`src/rtl/mem_stage_pkg.sv`:
```
// rtl/mem_stage_pkg.sv - shared encodings and helpers for the load/store stage
package mem_stage_pkg;

  localparam logic [1:0] SIZE_B = 2'd0;
  localparam logic [1:0] SIZE_H = 2'd1;
  localparam logic [1:0] SIZE_W = 2'd2;
  localparam logic [1:0] SIZE_D = 2'd3;

  localparam logic [63:0] PC_START_DEFAULT = 64'h8000_0000;

  typedef enum logic [1:0] {
    ST_IDLE   = 2'd0,
    ST_ACCESS = 2'd1,
    ST_RESP   = 2'd2
  } state_t;

  // Low address bits that must be zero for an access of the given size.
  function automatic logic [2:0] align_mask(input logic [1:0] size);
    logic [2:0] m;
    case (size)
      SIZE_B:  m = 3'b000;
      SIZE_H:  m = 3'b001;
      SIZE_W:  m = 3'b011;
      default: m = 3'b111;
    endcase
    return m;
  endfunction

endpackage

```
`src/rtl/mem_align.sv`:
```
// rtl/mem_align.sv - byte-lane shifting/masking of store data and extension of load data
module mem_align
  import mem_stage_pkg::*;
#(
  parameter int XLEN = 64
) (
  input  logic [2:0]      addr_lo,
  input  logic [1:0]      size,
  input  logic            zext,
  input  logic [XLEN-1:0] wdata,
  input  logic [XLEN-1:0] rdata,
  output logic [XLEN-1:0] wdata_lane,
  output logic [XLEN-1:0] wmask,
  output logic [XLEN-1:0] rdata_ext
);

  logic [5:0]      shamt;
  logic [XLEN-1:0] ones;
  logic [XLEN-1:0] rsh;

  assign shamt = {addr_lo, 3'b000};

  always_comb begin
    ones = '0;
    case (size)
      SIZE_B:  ones[7:0]  = '1;
      SIZE_H:  ones[15:0] = '1;
      SIZE_W:  ones[31:0] = '1;
      default: ones       = '1;
    endcase
  end

  assign wdata_lane = wdata << shamt;
  assign wmask      = ones << shamt;
  assign rsh        = rdata >> shamt;

  // Dword loads pass through untouched, so zext only matters below XLEN.
  always_comb begin
    rdata_ext = rsh;
    case (size)
      SIZE_B:  rdata_ext = zext ? {{(XLEN-8){1'b0}}, rsh[7:0]}
                                : {{(XLEN-8){rsh[7]}}, rsh[7:0]};
      SIZE_H:  rdata_ext = zext ? {{(XLEN-16){1'b0}}, rsh[15:0]}
                                : {{(XLEN-16){rsh[15]}}, rsh[15:0]};
      SIZE_W:  rdata_ext = zext ? {{(XLEN-32){1'b0}}, rsh[31:0]}
                                : {{(XLEN-32){rsh[31]}}, rsh[31:0]};
      default: rdata_ext = rsh;
    endcase
  end

endmodule

```
`src/rtl/mem_stage.sv`:
```
// rtl/mem_stage.sv - load/store unit between execute and the RAM data port
module mem_stage
  import mem_stage_pkg::*;
#(
  parameter int              XLEN     = 64,
  parameter logic [XLEN-1:0] PC_START = XLEN'(PC_START_DEFAULT)
) (
  input  logic            clock,
  input  logic            reset,
  input  logic            req_valid,
  output logic            req_ready,
  input  logic            req_wen,
  input  logic [XLEN-1:0] req_addr,
  input  logic [XLEN-1:0] req_wdata,
  input  logic [1:0]      req_size,
  input  logic            req_unsigned,
  input  logic [4:0]      req_rd,
  output logic            resp_valid,
  input  logic            resp_ready,
  output logic [XLEN-1:0] resp_rdata,
  output logic [4:0]      resp_rd,
  output logic            resp_rd_wen,
  output logic            resp_misalign,
  output logic [XLEN-1:0] ram_ridx,
  input  logic [XLEN-1:0] ram_rdata,
  output logic [XLEN-1:0] ram_widx,
  output logic [XLEN-1:0] ram_wdata,
  output logic [XLEN-1:0] ram_wmask,
  output logic            ram_wen
);

  state_t state, state_next;

  logic [2:0]      lat_addr_lo;
  logic [XLEN-1:0] lat_wdata;
  logic [1:0]      lat_size;
  logic            lat_zext;
  logic            lat_wen;
  logic [XLEN-1:0] idx;

  logic            accept;
  logic            misaligned;
  logic            store_strobe;
  logic [XLEN-1:0] lane_wdata;
  logic [XLEN-1:0] lane_wmask;
  logic [XLEN-1:0] load_ext;

  assign accept     = req_valid && req_ready;
  assign misaligned = |(req_addr[2:0] & align_mask(req_size));

  mem_align #(.XLEN(XLEN)) u_align (
    .addr_lo    (lat_addr_lo),
    .size       (lat_size),
    .zext       (lat_zext),
    .wdata      (lat_wdata),
    .rdata      (ram_rdata),
    .wdata_lane (lane_wdata),
    .wmask      (lane_wmask),
    .rdata_ext  (load_ext)
  );

  always_ff @(posedge clock) begin
    if (reset) state <= ST_IDLE;
    else       state <= state_next;
  end

  always_comb begin
    state_next = state;
    case (state)
      ST_IDLE: begin
        if (accept) state_next = misaligned ? ST_RESP : ST_ACCESS;
      end
      ST_ACCESS: state_next = ST_RESP;
      ST_RESP: begin
        if (resp_ready) begin
          if (accept) state_next = misaligned ? ST_RESP : ST_ACCESS;
          else        state_next = ST_IDLE;
        end
      end
      default: state_next = ST_IDLE;
    endcase
  end

  // Reset gates the strobe combinationally so a store caught mid-ACCESS never lands.
  always_comb begin
    req_ready    = (state == ST_IDLE) || ((state == ST_RESP) && resp_ready);
    resp_valid   = (state == ST_RESP);
    store_strobe = (state == ST_ACCESS) && lat_wen && !reset;
    ram_wen      = store_strobe;
    ram_wdata    = store_strobe ? lane_wdata : '0;
    ram_wmask    = store_strobe ? lane_wmask : '0;
  end

  assign ram_ridx = idx;
  assign ram_widx = idx;

  // accept and ACCESS never coincide because req_ready is low in ACCESS.
  always_ff @(posedge clock) begin
    if (reset) begin
      lat_addr_lo   <= '0;
      lat_wdata     <= '0;
      lat_size      <= '0;
      lat_zext      <= 1'b0;
      lat_wen       <= 1'b0;
      idx           <= '0;
      resp_rdata    <= '0;
      resp_rd       <= '0;
      resp_rd_wen   <= 1'b0;
      resp_misalign <= 1'b0;
    end else begin
      if (accept) begin
        lat_addr_lo <= req_addr[2:0];
        lat_wdata   <= req_wdata;
        lat_size    <= req_size;
        lat_zext    <= req_unsigned;
        lat_wen     <= req_wen;
        idx         <= (req_addr - PC_START) >> 3;
        resp_rd     <= req_rd;
        resp_rdata  <= '0;
        resp_rd_wen <= 1'b0;
        resp_misalign <= misaligned;
      end
      if (state == ST_ACCESS) begin
        resp_rdata    <= lat_wen ? '0 : load_ext;
        resp_rd_wen   <= !lat_wen;
        resp_misalign <= 1'b0;
      end
    end
  end

endmodule

```
`config.mk`:
```
export PLATFORM = sky130hd
export DESIGN_NAME = mem_stage
export DESIGN_NICKNAME = d
export VERILOG_FILES = /design/src/rtl/mem_stage_pkg.sv /design/src/rtl/mem_align.sv /design/src/rtl/mem_stage.sv
export SDC_FILE = /design/constraint.sdc
export NUM_CORES = 1
export LEC_CHECK = 0
export ABC_CLOCK_PERIOD_IN_PS = 6700
export BUFFER_PORTS_ARGS = -buffer_cell sky130_fd_sc_hd__buf_2
export CAP_MARGIN = 30
export CORE_AREA = 2 2 209 211
export DETAILED_ROUTE_END_ITERATION = 8
export DIE_AREA = 0 0 211 213
export SLEW_MARGIN = 20
export SYNTH_ARGS = -nofsm -noshare
export SYNTH_HDL_FRONTEND = slang
export SYNTH_SLANG_ARGS = --single-unit
```
`constraint.sdc`:
```
create_clock -name clock -period 6.7 [get_ports clock]
set_input_delay 0.67 -clock clock [delete_from_list [all_inputs] [get_ports clock]]
set_output_delay 0.67 -clock clock [all_outputs]
set_load 0.05 [all_outputs]
```
* Yosys cells after proc, flatten, opt, wreduce, memory -nomap -nowiden
Cells that the tools add are included.
** Storage, ports and cells
- Bits in registers :: 205
- Input port bits :: 205
- Output and inout bits :: 330
** Cells by class
- Add/sub/neg operators :: 1
- Equal/unequal tests :: 8
- Shift-type cells :: 3
- Multiplexer cells :: 20
- Bitwise logic cells :: 1
- Reductions and logical operators :: 16
** Operators with widths (number)
- $mux 64 :: 8
- $pmux 64 s3 :: 1
- $shl 64x6->64 :: 2
- $shr 64x6->64 :: 1
- $sub 64x32->64 const B :: 1
- $mux 32 :: 1
- $mux 16 :: 1
- $pmux 3 s3 :: 1
- $mux 2 :: 4
- $mux 8 :: 1
- $eq 2x1->1 const B :: 3
- $eq 2x2->1 const B :: 3
- $logic_not 2->1 :: 3
- $pmux 2 s3 :: 1
- $reduce_or 3->1 :: 2
- $logic_and 1x1->1 :: 4
- $reduce_or 2->1 :: 2
- $and 3x3->3 :: 1
- $logic_not 1->1 :: 2
- $mux 1 :: 2
- $ne 2x1->1 const B :: 1
- $ne 2x2->1 const B :: 1
- $reduce_and 2->1 :: 1
- $reduce_bool 2->1 :: 1
- $logic_or 1x1->1 :: 1

* Longest topological paths before layout
Gate-level depths: netlist of run 1.
- Depth after elaboration :: 8
- Mapped depth :: 10
- Mapped depth without buffers :: 7

* Modules after synthesis
Synthesis of run 1 repeated with hierarchy kept, for this count alone.
** Second synthesis, totals
- Cell total of the unflattened synthesis :: 1729
- Area total of the unflattened synthesis :: 13332.8 µm²
** By module, submodules not included
- mem_stage :: times used 1, cells each 1105, area each 8868.5 µm², seq. area each 4103.9 µm²
- mem_align :: times used 1, cells each 624, area each 4464.3 µm², seq. area each 0.0 µm²

* Least setup slack after synthesis of run 1
Ideal clock, no wire load.
- Kind :: input-to-output
- Start point :: in reset
- End point :: out ram_wmask[41]
- Arrival :: 5.418 ns
- Required time :: 6.030 ns
- Path slack :: 0.612 ns
- Stages on the path :: 5
- Buffers on the path :: 3
- Cell sequence :: clkbuf_1 > or3b_2 > clkbuf_1 > a2111oi_0 > buf_4
** Between the ends
- Word-level cells in the longest chain between the ends :: 3
** Ends and longest elaborated chain
- start, declared :: line mem_stage.sv:9 : input logic reset,
- $logic_not 1->1 :: line mem_stage.sv:88 : store_strobe = (state == ST_ACCESS) && lat_wen && !reset;
- $logic_and 1x1->1 :: line mem_stage.sv:88
- $mux 64 :: line mem_stage.sv:91 : ram_wmask = store_strobe ? lane_wmask : '0;
- end, declared :: line mem_stage.sv:28 : output logic [XLEN-1:0] ram_wmask,
Every way passes these cells.

* Final worst setup path of run 1
- Start point :: reg lat_addr_lo[0]
- End point :: out ram_wdata[56]
** Between the ends
- Word-level cells in the longest chain between the ends :: 2
** Ends and longest elaborated chain
- start, declared :: line mem_stage.sv:34 : logic [2:0] lat_addr_lo;
- start signal, assigned :: line mem_stage.sv:112 : lat_addr_lo <= req_addr[2:0];
- $shl 64x6->64 :: line mem_align.sv:33 : assign wdata_lane = wdata << shamt;
- $mux 64 :: line mem_stage.sv:90 : ram_wdata = store_strobe ? lane_wdata : '0;
- end, declared :: line mem_stage.sv:27 : output logic [XLEN-1:0] ram_wdata,
Every way passes these cells.

==> metrics.txt, run 1 <==
outcome finished clean; first-pass GRT wire length 73,500 µm; Highest Clock Rate 242 MHz; Detailed Place HPWL approximately 38,000 µm; row count between 70 and 80; number of global-route vias before repair 12,010; Final ANT Viol Nets 0; PortBufs 528; postcts setup bufs 0; Lkg Pwr 6.99 nW; post-cts resize count 0; TritonCTS Buffers 26; power per cell area 248 nW/µm²; RSZ-0062 raised after global routing false; initial drt markers between 800 and 900; period utilization 0.617; clk slew on worst S/H paths 0.06 ns; area grow syn2layout 25.0%; CTS Buffer Depth 3; ratio of cells with drive above 1 in the final layout 0.363; startpoint types register; clock sinks 205; largest net degree at the start of global routing 78; Worst Max-Slew Pin Slew 1.08 ns; die width between 200 and 250 µm; kind of critical path reg2out; clk_lat worst skew 0.55 ns; crit-path max FO 74; htree depth 1; Area contributors post-synth dfxtp_1, nand2_1, buf_4; Ports 535; sequential element share of the synthesized area 0.331; Fill cells 4,495; flop and latch count out of synthesis 205; CORE AREA approximately 43,000 µm²; total vias in the final route 12,728; Setup Viol. Count Final 0; Root Driver clkbuf_16; slew margin rel. 0.274; Post-Synthesis Cells 1,565; routed length per instance 20.5 µm; crit end category primary output; Vias per Instance 5.15; Routed WL 50,700 µm; minimum clock period 4.13 ns; Post-synth EDFFs 0; critical path's most frequent cell mux2i_1; GPL Wtd Cong just over 0.9; initial antenna violation count 8; DP Area 14,500 µm²; CP Cell Sequence buf_4 -> mux2i_1 -> mux2i_1 -> a21oi_1 -> nor2_1 -> buf_2; fin area between 15,000 and 20,000 µm²; Slew Limit Fails 0; worst hold path type in2reg; CP Data Required Time 6.03 ns; Post-synth top cells nand2_1, dfxtp_1, a21oi_1, nor2_1, buf_4; Final nets around 2,100; Max stage delay on crit path between 0.8 and 0.9 ns; DRT Pass-1 Iters 6; Arr. time, crit path 3.46 ns; hold_buf cts 0; post-route clock skew 0.0321 ns; Post-synth top flop dfxtp_1; maximum vdd drop ~170 µV; Avg Inst Size Synth 7.92 µm²; most common cell in the netlist nand2_1; global route overflow 0; max-cap viol count 0; post-synthesis instance area ~12,000 µm²; top cell type's share of synthesized area 0.331; drc violations 0; setup_tns 0 ns; largest area contributor in the netlist dfxtp_1; Hold Vio Cnt, Final 0; Die ar. ~45,000 µm²; slowest CP cell buf_4; Vert. Die Dim 213 µm; starting density of the core 0.290; gr usage total 0.212; async set or reset register ratio after synthesis 0; Cell variety after synth 59; CTS tree yes; synth warn 0
[path summary, 6_finish.rpt]
path	depth (start not counted)	slack, ns	startpoint	to
worst min-delay path	3	0.35	req_wdata[59]	lat_wdata[59]
worst min register to register	2	0.45	resp_rdata[58]	resp_rdata[58]
worst max-delay path	6	2.57	lat_addr_lo[0]	ram_wdata[56]
worst max register to register	6	3.05	lat_addr_lo[0]	resp_rdata[48]
[critical path: cells and delay by family, from the launching register on]
| family | cells | cell delay [ns] |
|---|---|---|
| buffers and inverters | 2 | 1.16 |
| flip-flops | 1 | 0.79 |
| multiplexers | 2 | 0.55 |
| AND/OR/NAND/NOR | 1 | 0.28 |
| AO/OA/AOI/OAI | 1 | 0.11 |
[metrics by stage]
step	hold slack [ns]	power, mW	util	instances	setup slack, ns
finish	0.350	3.83	0.363	2470	2.57
global route	0.339	3.98	0.363	2468	2.35
CTS	0.325	3.87	0.362	2463	2.59
global placement	0.431	2.30	0.339	2414	2.86
detailed placement	0.437	2.31	0.339	2416	3.01
floorplan	0.432	2.05	-	1570	0.612
[logic make-up after synthesis]
logic type | count (synthesis) | share of synthesized area
DFF | 205 | 0.331
and+or+nand+nor | 556 | 0.198
muxes | 136 | 0.142
buffers and inverters | 258 | 0.120
other | 1 | 0.000303
xor gates and xnor gates | 24 | 0.0170
AOI/OAI and AO/OA | 384 | 0.191
adders and majority gates | 1 | 0.00101
[layer usage]
| layer | global-route usage | routed length [µm] |
|---|---|---|
| met1 | 0.264 | 20800 |
| met2 | 0.364 | 24400 |
| met3 | 0.0384 | 3520 |
| met4 | 0.0840 | 1900 |
| met5 | 0 | 42 |
[flip-flops by register name (all words and copies together) (netlist names)]
name / count
lat_wdata: 64
resp_rdata: 64
ram_ridx: 61
resp_rd: 5
lat_addr_lo: 3
lat_size: 2
state: 2
lat_wen: 1
lat_zext: 1
resp_misalign: 1
resp_rd_wen: 1
[power by group]
part,internal (mW),switching [mW]
logic,0.271,0.635
registers,1.29,0.0872
clock network,0.971,0.578
total,2.53,1.30
[cell type report]
type | instances | area, µm² | share of cell area
diodes | 5 | 12.5 | 0.000808
clock buffers | 33 | 738 | 0.0477
clock inverters | 14 | 211 | 0.0137
inverters | 8 | 30.0 | 0.00194
multi-input cells | 1107 | 6860 | 0.443
flip-flops and latches | 205 | 4110 | 0.266
well taps | 546 | 683 | 0.0441
repair buffers | 552 | 2840 | 0.183
[cell usage in the layout, fill, tap and decap left out, types with 27 or more instances in the layout]
master / Yosys / routed
buf_2: 23 / 528
nand2_1: 305 / 304
dfxtp_1: 205 / 202
a21oi_1: 163 / 163
nor2_1: 135 / 134
o21ai_0: 76 / 76
mux2i_1: 70 / 70
a211oi_1: 45 / 45
mux2_2: 37 / 37
mux4_2: 28 / 28
clkbuf_16: 0 / 27
Power figures use the tool's default switching activity.
==> run 2, diff against run 1 <==
ABC_CLOCK_PERIOD_IN_PS = 4250   (was 6700)
CORE_AREA = 2 2 211 213   (was 2 2 209 211)
DIE_AREA = 0 0 213 215   (was 0 0 211 213)
clock period = 4.25 ns   (was 6.7 ns; I/O delays follow)
==> run 2 against run 1 <==
  * Critical path depth decreased by 1
  * Largest power group unchanged
  * Via count about the same
  * Critical endpoint is now ram_wmask[11]
  * Clock skew shrank 0.0014 ns
  * Sequential cell count stayed put
  * Hold slack worse by 0.26 ns
  * Setup slack got worse by 2.2 ns
  * Sequential share of layout area decreased by 0.27 points
==> metrics.txt, run 2 (synthesized netlist as in run 1, its figures left out) <==
Vias per Instance 5.04; TritonCTS Buffers 28; multi-input combinational cell area 6860 µm²; total vias in the final route 12,735; CP Data Required Time 3.83 ns; gr usage total 0.212; slew margin rel. 0.374; largest net degree at the start of global routing 170; hold_buf cts 0; Layout Cells excl Fill 2,525; Hold Vio Cnt, Final 0; ratio of cells with drive above 1 in the final layout 0.366; Highest Clock Rate 260 MHz; DRT Pass-1 Iters 5; GPL Wtd Cong approximately 0.99; maximum vdd drop a little under 300 µV; power per cell area 391 nW/µm²; CORE AREA 43,600 µm²; Final ANT Viol Nets 0; Worst Max-Slew Pin Slew 0.939 ns; Root Driver clkbuf_16; kind of critical path reg2out; startpoint types register; Placed Cells 2,470; global route overflow 0; Arr. time, crit path 3.42 ns; minimum clock period 3.84 ns; post-cts resize count 0; Fill cells 4,607; die width 213 µm; outcome finished clean; CTS Buffer Depth 3; post-route clock skew 0.0307 ns; area grow syn2layout 26.2%; Setup Viol. Count Final 0; setup_tns 0 ns; max-cap viol count 0; RSZ-0062 raised after global routing false; initial drt markers 819; Vert. Die Dim 215 µm; Tot Pwr 6.12 mW; most frequent cells in the layout buf_2, nand2_1, dfxtp_1; starting density of the core 0.284; Final nets around 2,100; crit end category primary output; initial antenna violation count 11; htree depth 1; Detailed Place HPWL 38,400 µm; register area 4110 µm²; number of global-route vias before repair 12,178; drc violations 0; most common cell after layout, fill and taps aside buf_2; row count 77; first-pass GRT wire length 75,100 µm; Routed WL 50,800 µm; Lkg Pwr 7.07 nW; routed length per instance between 20 and 25 µm; Ports 535; Die ar. 45,800 µm²; postcts setup bufs 0; clk_lat worst skew 0.57 ns; clock sinks ~210; period utilization 0.904; Slew Limit Fails 0; worst hold path type in2reg; CTS tree yes; crit-path max FO 32; clk slew on worst S/H paths 0.06 ns; PortBufs 528
-- run 2: cell count changes in the layout (fill, tap and decap cells not counted), sizes merged --
cell	before	now
diode	5	2
buf	552	560
bufinv	5	4
clkinv	4	7
clkbuf	33	38
inv	10	9
clkinvlp	3	1
-- run 2: cell type report --
type | count | area share
Clock inverter | 13 | 0.0122
Clock buffer | 38 | 0.0518
Inverter | 8 | 0.00192
Sequential cell | 205 | 0.263
Timing Repair Buffer | 560 | 0.185
Tap cell | 592 | 0.0474
Antenna cell | 2 | 0.000320
Multi-Input combinational cell | 1107 | 0.438
-- run 2: metrics by stage --
| step | hold slack [ns] | area [µm²] | utilization | setup slack [ns] |
|---|---|---|---|---|
| 6_report | 0.0856 | 15600 | 0.358 | 0.406 |
| 5_1_grt | 0.0804 | 15600 | 0.358 | 0.237 |
| 3_3_place_gp | 0.431 | 14600 | 0.334 | 0.694 |
| 4_1_cts | 0.0596 | 15600 | 0.358 | 0.382 |
| 3_5_place_dp | 0.438 | 14600 | 0.335 | 0.948 |
| 2_1_floorplan | 0.432 | 12400 | - | 0.221 |
-- run 2: report_power, final --
group	switching (mW)	internal, mW
sequential	0.121	2.04
clock	0.939	1.58
combinational	1.01	0.435
-- run 2: critical path, stage by stage, from the launching register on --
cell	delay, ns
dfxtp_1	0.45
nand2b_1	0.16
or3b_2	0.82
or3_1	0.66
nor2_1	0.42
buf_2	0.34
-- run 2: final timing paths --
check	from	slack, ns	cells past startpoint	end
setup reg to reg	lat_addr_lo[1]	1.33	6	resp_rdata[54]
hold / removal	req_wdata[27]	0.09	3	lat_wdata[27]
setup / recovery	state[0]	0.41	5	ram_wmask[11]
hold reg to reg	lat_wdata[61]	0.45	2	lat_wdata[61]
-- run 2: layer usage --
metal	vias up	GRT usage	routed length, µm
li1	6020	-	-
met2	561	0.368	25200
met3	103	0.0414	3620
met1	6041	0.257	20200
met5	-	0	63
met4	10	0.0755	1830
